### src/rtl/mem_arbiter.sv
// mem_arbiter: shares one memory port between the IFU (read-only) and the
// LSU (read/write). One transaction is in flight at a time, sequenced by
// IDLE -> ISSUE -> WAIT -> RESP.
// Optional build macro MEM_ARB_RR_EN: round-robin arbitration on ties
// (default build: fixed LSU priority).
module mem_arbiter #(
    parameter int unsigned ADDR_W = 32,
    parameter int unsigned DATA_W = 32,
    parameter int unsigned MASK_W = 8
) (
    input  logic              clk,
    input  logic              rst,
    input  logic              ifu_req_valid,
    output logic              ifu_req_ready,
    input  logic [ADDR_W-1:0] ifu_addr,
    output logic              ifu_resp_valid,
    input  logic              ifu_resp_ready,
    output logic [DATA_W-1:0] ifu_rdata,
    input  logic              lsu_req_valid,
    output logic              lsu_req_ready,
    input  logic [ADDR_W-1:0] lsu_addr,
    input  logic              lsu_wen,
    input  logic [DATA_W-1:0] lsu_wdata,
    input  logic [MASK_W-1:0] lsu_wmask,
    output logic              lsu_resp_valid,
    input  logic              lsu_resp_ready,
    output logic [DATA_W-1:0] lsu_rdata,
    output logic              mem_req_valid,
    input  logic              mem_req_ready,
    output logic [ADDR_W-1:0] mem_addr,
    output logic              mem_wen,
    output logic [DATA_W-1:0] mem_wdata,
    output logic [MASK_W-1:0] mem_wmask,
    input  logic              mem_resp_valid,
    input  logic [DATA_W-1:0] mem_rdata
);

    typedef enum logic [1:0] {IDLE, ISSUE, WAIT, RESP} state_t;
    typedef enum logic {OWN_IFU = 1'b0, OWN_LSU = 1'b1} owner_t;

    state_t state;
    state_t state_nxt;
    owner_t owner;
    logic   grant_ifu;
    logic   grant_lsu;
    logic   accept;

`ifdef MEM_ARB_RR_EN
    owner_t last_grant;

    // Round-robin: a tie goes to whoever was not granted last.
    always_comb begin
        grant_lsu = lsu_req_valid && (!ifu_req_valid || (last_grant == OWN_IFU));
        grant_ifu = ifu_req_valid && !grant_lsu;
    end

    // Remember the most recent winner; IFU after reset so LSU takes the first tie.
    always_ff @(posedge clk or posedge rst) begin
        if (rst) begin
            last_grant <= OWN_IFU;
        end else if (accept) begin
            last_grant <= grant_lsu ? OWN_LSU : OWN_IFU;
        end
    end
`else
    // Fixed priority: the LSU always wins a tie.
    always_comb begin
        grant_lsu = lsu_req_valid;
        grant_ifu = ifu_req_valid && !lsu_req_valid;
    end
`endif

    // State register.
    always_ff @(posedge clk or posedge rst) begin
        if (rst) begin
            state <= IDLE;
        end else begin
            state <= state_nxt;
        end
    end

    // Next-state and handshake decode; readies are held low while in reset.
    always_comb begin
        state_nxt      = state;
        accept         = 1'b0;
        ifu_req_ready  = 1'b0;
        lsu_req_ready  = 1'b0;
        mem_req_valid  = 1'b0;
        ifu_resp_valid = 1'b0;
        lsu_resp_valid = 1'b0;
        case (state)
            IDLE: begin
                if (!rst) begin
                    ifu_req_ready = grant_ifu;
                    lsu_req_ready = grant_lsu;
                    if (grant_ifu || grant_lsu) begin
                        accept    = 1'b1;
                        state_nxt = ISSUE;
                    end
                end
            end
            ISSUE: begin
                mem_req_valid = 1'b1;
                if (mem_req_ready) begin
                    state_nxt = WAIT;
                end
            end
            WAIT: begin
                if (mem_resp_valid) begin
                    state_nxt = RESP;
                end
            end
            RESP: begin
                if (owner == OWN_LSU) begin
                    lsu_resp_valid = 1'b1;
                    if (lsu_resp_ready) begin
                        state_nxt = IDLE;
                    end
                end else begin
                    ifu_resp_valid = 1'b1;
                    if (ifu_resp_ready) begin
                        state_nxt = IDLE;
                    end
                end
            end
            default: state_nxt = IDLE;
        endcase
    end

    // Request slot and response registers.
    always_ff @(posedge clk or posedge rst) begin
        if (rst) begin
            owner     <= OWN_IFU;
            mem_addr  <= '0;
            mem_wen   <= 1'b0;
            mem_wdata <= '0;
            mem_wmask <= '0;
            ifu_rdata <= '0;
            lsu_rdata <= '0;
        end else begin
            if (accept) begin
                if (grant_lsu) begin
                    owner     <= OWN_LSU;
                    mem_addr  <= lsu_addr;
                    mem_wen   <= lsu_wen;
                    mem_wdata <= lsu_wdata;
                    mem_wmask <= lsu_wen ? lsu_wmask : MASK_W'(0);
                end else begin
                    owner     <= OWN_IFU;
                    mem_addr  <= ifu_addr;
                    mem_wen   <= 1'b0;
                    mem_wdata <= '0;
                    mem_wmask <= '0;
                end
            end
            if ((state == WAIT) && mem_resp_valid) begin
                if (owner == OWN_LSU) begin
                    lsu_rdata <= mem_wen ? DATA_W'(0) : mem_rdata;
                end else begin
                    ifu_rdata <= mem_rdata;
                end
            end
        end
    end

endmodule
### config.mk
export PLATFORM = sky130hd
export DESIGN_NAME = mem_arbiter
export DESIGN_NICKNAME = d
export VERILOG_FILES = /design/src/rtl/mem_arbiter.sv
export SDC_FILE = /design/constraint.sdc
export NUM_CORES = 1
export LEC_CHECK = 0
export ABC_CLOCK_PERIOD_IN_PS = 5000
export BUFFER_PORTS_ARGS = -buffer_cell sky130_fd_sc_hd__buf_2
export CAP_MARGIN = 40
export CORE_UTILIZATION = 41
export CTS_CLUSTER_DIAMETER = 60
export DETAILED_ROUTE_END_ITERATION = 6
export PLACE_DENSITY = 0.83
export RECOVER_POWER = 100
export SETUP_SLACK_MARGIN = 0.02
export SLEW_MARGIN = 40
export SYNTH_ARGS = -nofsm -noshare
export SYNTH_HDL_FRONTEND = slang
export SYNTH_SLANG_ARGS = --single-unit
export TNS_END_PERCENT = 20
### constraint.sdc
create_clock -name clk -period 5 [get_ports clk]
set_clock_uncertainty 0.05 [all_clocks]
set_input_delay 1 -clock clk [delete_from_list [all_inputs] [get_ports clk]]
set_output_delay 1 -clock clk [all_outputs]
set_load 0.05 [all_outputs]
==> flow_summary_export.csv, run 1 <==
group,metric,value,unit
yosys,yosys.area_share.simple,9.79,%
cells_and_area,multiInputGateArea,0.00201,mm2
global_routing,grt_overflow_total,0,
setup_path,rr_worst_depth,5,
clock_tree,clock-sinks,140,
detailed_routing,totalWireLength,14.7,mm
yosys,ys_seq_elements,140,
yosys,synth_fa_ha_area_share,1.10,%
clock_tree,cts_made_buffers,17,
sta,maxSlewViolCount,218,
cells_and_area,mostFrequentLayoutCells,"clkbuf_1 (146), buf_2 (143), dfrtp_1 (140)",
cells_and_area,nFillCells,1216,
detailed_routing,post-route-drc-count,0,
sta,min_period_over_period,75.3,%
setup_path,startpoint,"lsu_req_valid",
detailed_routing,firstDrtPassIters,4,
yosys,yosysWarnings,0,
yosys,syn_avg_cell_area,11.7,um2
power,irDropWorstVdd,0.376,mV
detailed_routing,wire_per_inst,15.4,um
clock_tree,clock_latency,0.41,ns
yosys,syn_nets,634,
yosys,synth-async-reset-ratio,100,%
yosys,synth_compound_area_share,12.1,%
power,total_leakage_power,3.75,nW
sta,fin_crit,3.76,ns
yosys,muxShareOfSynthArea,12.3,%
sta,fmax,266,MHz
status,outcome,"complete, but fails checks",
cells_and_area,area_growth,35.4,%
floorplan,core-area,0.0134,mm2
detailed_routing,drt_iter0_markers,293,
worst_hold_path,hold_class,"register to register",
cells_and_area,drive_gt1_share,27.3,%
detailed_routing,postRouteAntennaNets,0,
yosys,synth_top_family_by_area,"multiplexers",
global_routing,grt_pass1_wl,23.4,mm
setup_path,start_kind,"input port",
yosys,synth.distinct_cells,24,
setup_path,crit_type,"input port to register",
setup_path,cp.required,5.22,ns
status,violations,"max-capacitance violations, max-slew violations",
floorplan,ioPinCount,287,
sta,finalSetupViolations,0,
sta,tightestPinTransition,2.33,ns
clock_tree,cts_tree,"done",
clock_tree,clock-root-buffer,"clkbuf_16",
power,power-per-cell-area,823,mW/mm2
setup_path,endpoint_kind,"register",
clock_tree,cts_resized,0,
detailed_routing,vias,4722,
global_routing,antenna_found_initial,1,
yosys,syn_area,0.00569,mm2
setup_path,crit_end,"mem_addr[23]$_DFFE_PP0P_",
job,cap_violations,4,
floorplan,row_count,42,
cells_and_area,nets,913,
setup_path,critical_path_arrival,3.99,ns
global_routing,grt_use_total,21.0,%
sta,slew_headroom,-55.2,%
yosys,synth-main-ff-cell,"dfrtp_1",
yosys,synthXorXnorAreaFrac,0,%
cells_and_area,final_area,0.00770,mm2
cells_and_area,seq_area,0.00350,mm2
sta,rsz0062_at_grt,"false",
yosys,yosysSeqAreaShare,61.6,%
floorplan,die-area,0.0143,mm2
yosys,syn-instance-count,484,
sta,tns,0,ns
setup_path,r2r_start,"state[0]$_DFFE_PP0P_",
clock_tree,htreeDepth,4,
floorplan,die_x,120,um
clock_tree,post-cts-setup-buffers,0,
placement,numPortBuffers,286,
yosys,synth_edf_count,0,
setup_path,rr_endpoint,"lsu_rdata[25]$_DFFE_PP0P_",
global_routing,grt_max_degree,112,
floorplan,die_h,120,um
sta,hold_viol_final,0,
setup_path,reg2reg_slack,1.92,ns
setup_path,path_max_fanout,80,
placement,placed_area,0.00729,mm2
cells_and_area,mostFrequentLayoutCell,"clkbuf_1",
floorplan,start_util,42.4,%
clock_tree,path_clk_slew,0.06,ns
placement,hpwl,10.5,mm
placement,gp_congestion,0.760,
global_routing,grt_pass1_vias,4649,
detailed_routing,viasPerCell,4.95,
clock_tree,holdBufCountCts,0,
clock_tree,clock_path_buffers,2,
[metal layers]
metal	GRT usage, %	up-vias	routed length [um]
met5	0	-	0
met4	7.34	0	231
met3	5.70	21	1060
met2	35.3	219	7280
met1	25.9	2248	6110
li1	-	2234	-
[per-stage QoR]
stage | util (%) | power [W] | cells | setup slack (ns) | hold slack (ns)
6_report | 57.5 | 0.00634 | 953 | 1.24 | 0.425
5_1_grt | 57.5 | 0.00664 | 953 | 0.878 | 0.462
4_1_cts | 59.0 | 0.00652 | 952 | 1.63 | 0.427
3_5_place_dp | 54.4 | 0.00517 | 920 | 1.65 | 0.414
3_3_place_gp | 54.2 | 0.00509 | 919 | 1.69 | 0.407
2_1_floorplan | - | 0.00436 | 484 | 0.197 | 0.457
[cell type report]
class,instances,share of cell area (%)
diodes,1,0.0325
clock buffers,19,5.62
multi-input cells,304,26.0
inverters,7,0.390
repair buffers,293,17.1
well taps,176,2.86
flip-flops and latches,140,45.5
clock inverters,13,2.44
[flip-flops by register name, summed over array words and instances (netlist names)]
register	flops
state	2
mem_wen	1
mem_wmask	8
mem_addr	32
ifu_rdata	32
lsu_rdata	32
owner	1
mem_wdata	32
[worst max-delay path: stages]
cell	delay, ns
buf_2	0.10
clkbuf_2	0.58
o21ai_0	1.75
buf_12	0.36
o21ai_0	0.16
[Yosys cell counts, types with 2 or more instances]
| cell type | n | area share, % |
|---|---|---|
| inv_1 | 6 | 0.40 |
| mux2_2 | 32 | 6.3 |
| ha_1 | 5 | 1.1 |
| nor2b_1 | 2 | 0.22 |
| a22o_1 | 33 | 5.1 |
| dfrtp_1 | 140 | 62 |
| nand2b_1 | 32 | 3.5 |
| o21ai_0 | 72 | 6.3 |
| nand2_1 | 82 | 5.4 |
| and2_1 | 2 | 0.22 |
| nor2_1 | 3 | 0.20 |
| buf_2 | 19 | 1.7 |
| mux2i_1 | 33 | 5.8 |
| clkbuf_1 | 13 | 0.86 |
[power by group]
group	internal [W]	switching [W]	leakage, nW
clock network	0.000838	0.000478	0.294
logic	0.000649	0.00245	1.70
registers	0.00164	0.000286	1.76
total	0.00313	0.00321	3.75
[worst min path at each step]
stage,cells after the start,slack [ns],from,end
final,2,0.43,mem_addr[2]$_DFFE_PP0P_,mem_addr[2]$_DFFE_PP0P_
after floorplan,1,0.46,owner$_DFFE_PP0P_,owner$_DFFE_PP0P_
after global routing,2,0.46,mem_addr[2]$_DFFE_PP0P_,mem_addr[2]$_DFFE_PP0P_
after detailed placement,2,0.41,mem_addr[2]$_DFFE_PP0P_,mem_addr[2]$_DFFE_PP0P_
after CTS,2,0.43,mem_addr[2]$_DFFE_PP0P_,mem_addr[2]$_DFFE_PP0P_
after global placement,2,0.41,lsu_rdata[29]$_DFFE_PP0P_,lsu_rdata[29]$_DFFE_PP0P_
[logic make-up after synthesis]
| group | count (synthesis) |
|---|---|
| buf+inv | 40 |
| simple gates | 123 |
| flops | 140 |
| mux | 66 |
| fa+ha+maj | 5 |
| compound gates | 110 |
No activity file was read; power rests on OpenSTA's default activity.
==> run 2, diff against run 1 <==
--- a/config.mk
+++ b/config.mk
@@ -5,13 +5,13 @@
 export SDC_FILE = /design/constraint.sdc
 export NUM_CORES = 1
 export LEC_CHECK = 0
-export ABC_CLOCK_PERIOD_IN_PS = 5000
+export ABC_CLOCK_PERIOD_IN_PS = 3700
 export BUFFER_PORTS_ARGS = -buffer_cell sky130_fd_sc_hd__buf_2
 export CAP_MARGIN = 40
-export CORE_UTILIZATION = 41
+export CORE_UTILIZATION = 46
 export CTS_CLUSTER_DIAMETER = 60
 export DETAILED_ROUTE_END_ITERATION = 6
-export PLACE_DENSITY = 0.83
+export PLACE_DENSITY = 0.88
 export RECOVER_POWER = 100
 export SETUP_SLACK_MARGIN = 0.02
 export SLEW_MARGIN = 40
==> constraint.sdc (replaced) <==
create_clock -name clk -period 3.7 [get_ports clk]
set_clock_uncertainty 0.05 [all_clocks]
set_input_delay 0.74 -clock clk [delete_from_list [all_inputs] [get_ports clk]]
set_output_delay 0.74 -clock clk [all_outputs]
set_load 0.05 [all_outputs]
==> flow_summary_export.csv, run 2 (same netlist as run 1, synthesis figures left out) <==
group,metric,value,unit
setup_path,start_kind,"register",
worst_hold_path,min-delay-start,"mem_addr[2]$_DFFE_PP0P_",
detailed_routing,post-route-drc-count,0,
placement,numPortBuffers,286,
detailed_routing,vias,4644,
cells_and_area,mostFrequentLayoutCell,"clkbuf_1",
sta,maxSlewViolCount,135,
clock_tree,cts_made_buffers,17,
sta,tightestPinTransition,1.67,ns
floorplan,row_count,40,
power,totalPowerFinal,0.00859,W
floorplan,die_h,113,um
global_routing,antenna_found_initial,0,
detailed_routing,totalWireLength,14.7,mm
clock_tree,clock-sinks,140,
global_routing,grt_pass1_wl,23.4,mm
job,cap_violations,3,
floorplan,ioPinCount,287,
setup_path,critical_path_arrival,2.13,ns
clock_tree,post-cts-setup-buffers,0,
setup_path,path_max_fanout,4,
setup_path,r2r_start,"state[0]$_DFFE_PP0P_",
placement,place_ws,1.20,ns
floorplan,die_x,113,um
sta,finalSetupViolations,0,
cells_and_area,area_growth,34.7,%
floorplan,die-area,0.0128,mm2
sta,fin_crit,2.92,ns
detailed_routing,drt_iter0_markers,289,
clock_tree,cts_resized,0,
sta,hold-worst-slack,0.425,ns
setup_path,endpoint_kind,"output port",
sta,hold_viol_final,0,
global_routing,grt_pass1_vias,4632,
global_routing,grt_max_degree,114,
sta,tns,0,ns
power,total_leakage_power,3.75,nW
detailed_routing,wire_per_inst,15.9,um
clock_tree,holdBufCountCts,0,
cells_and_area,nets,914,
detailed_routing,firstDrtPassIters,4,
sta,slew_headroom,-11.3,%
detailed_routing,wl_met1,5.80,mm
cells_and_area,drive_gt1_share,27.6,%
clock_tree,htreeDepth,4,
sta,rsz0062_at_grt,"false",
sta,fmax,342,MHz
detailed_routing,top_layer,"met4",
sta,fin_ws,0.779,ns
clock_tree,path_clk_slew,0.06,ns
placement,hpwl,10.8,mm
power,power-per-cell-area,1120,mW/mm2
global_routing,grt_overflow_total,0,
status,outcome,"complete, but fails checks",
floorplan,start_util,47.3,%
worst_hold_path,hold_class,"register to register",
setup_path,crit_type,"register to output port",
power,irDropWorstVdd,0.516,mV
floorplan,core-area,0.0120,mm2
global_routing,grt_use_total,23.9,%
setup_path,startpoint,"state[0]$_DFFE_PP0P_",
clock_tree,cts_tree,"done",
clock_tree,clock_path_buffers,2,
status,violations,"max-capacitance violations, max-slew violations",
detailed_routing,route.met3.wl,897,um
placement,gp_congestion,0.793,
setup_path,cp.required,2.91,ns
cells_and_area,mostFrequentLayoutCells,"clkbuf_1 (145), buf_2 (143), dfrtp_1 (140)",
detailed_routing,wl_met2,7.71,mm
detailed_routing,viasPerCell,5.03,
detailed_routing,postRouteAntennaNets,0,
cells_and_area,post-route-util,63.8,%
sta,min_period_over_period,78.9,%
clock_tree,clock_latency,0.40,ns
clock_tree,clock-root-buffer,"clkbuf_16",
-- run 2: worst paths after layout --
path	cells past startpoint	slack [ns]	to
max in group asynchronous	3	1.00	mem_wdata[5]$_DFFE_PP0P_
worst max-delay path	5	0.78	lsu_req_ready
min in group asynchronous	2	0.48	owner$_DFFE_PP0P_
worst max register to register	5	0.90	ifu_rdata[5]$_DFFE_PP0P_
worst min register to register	2	0.42	mem_addr[2]$_DFFE_PP0P_
worst min-delay path	2	0.42	mem_addr[2]$_DFFE_PP0P_
-- run 2: routing by layer --
| layer | up-vias | track usage [%] |
|---|---|---|
| met5 | - | 0 |
| met4 | 0 | 10.3 |
| met3 | 22 | 6.48 |
| met2 | 186 | 42.5 |
| met1 | 2216 | 27.0 |
| li1 | 2220 | - |
-- run 2: stage by stage --
stage / cells / cell area [um2]
3_3_place_gp: 892 / 7260
4_1_cts: 923 / 7890
2_1_floorplan: 484 / 5690
5_1_grt: 923 / 7660
6_report: 924 / 7660
3_5_place_dp: 892 / 7260
-- run 2: layout make-up --
cell class                      instances  area [um2]
Fill cell                            1049        4350
Tap cell                              147         184
Timing Repair Buffer                  294        1310
Clock buffer                           18         439
Multi-Input combinational cell        304        2010
Inverter                                7        27.5
Sequential cell                       140        3500
Antenna cell                            1        2.50
Clock inverter                         13         190
-- run 2: power by group --
| part | internal, W | switching [W] | total (W) |
|---|---|---|---|
| Clock | 0.00115 | 0.000653 | 0.00180 |
| Combinational | 0.000873 | 0.00332 | 0.00419 |
| Sequential | 0.00221 | 0.000378 | 0.00259 |
-- run 2: critical path: stages (launching register included) --
cell      delay, ns
dfrtp_1        0.40
inv_1          0.13
ha_1           0.19
nor2b_1        0.25
and2_0         0.21
clkbuf_1       0.55
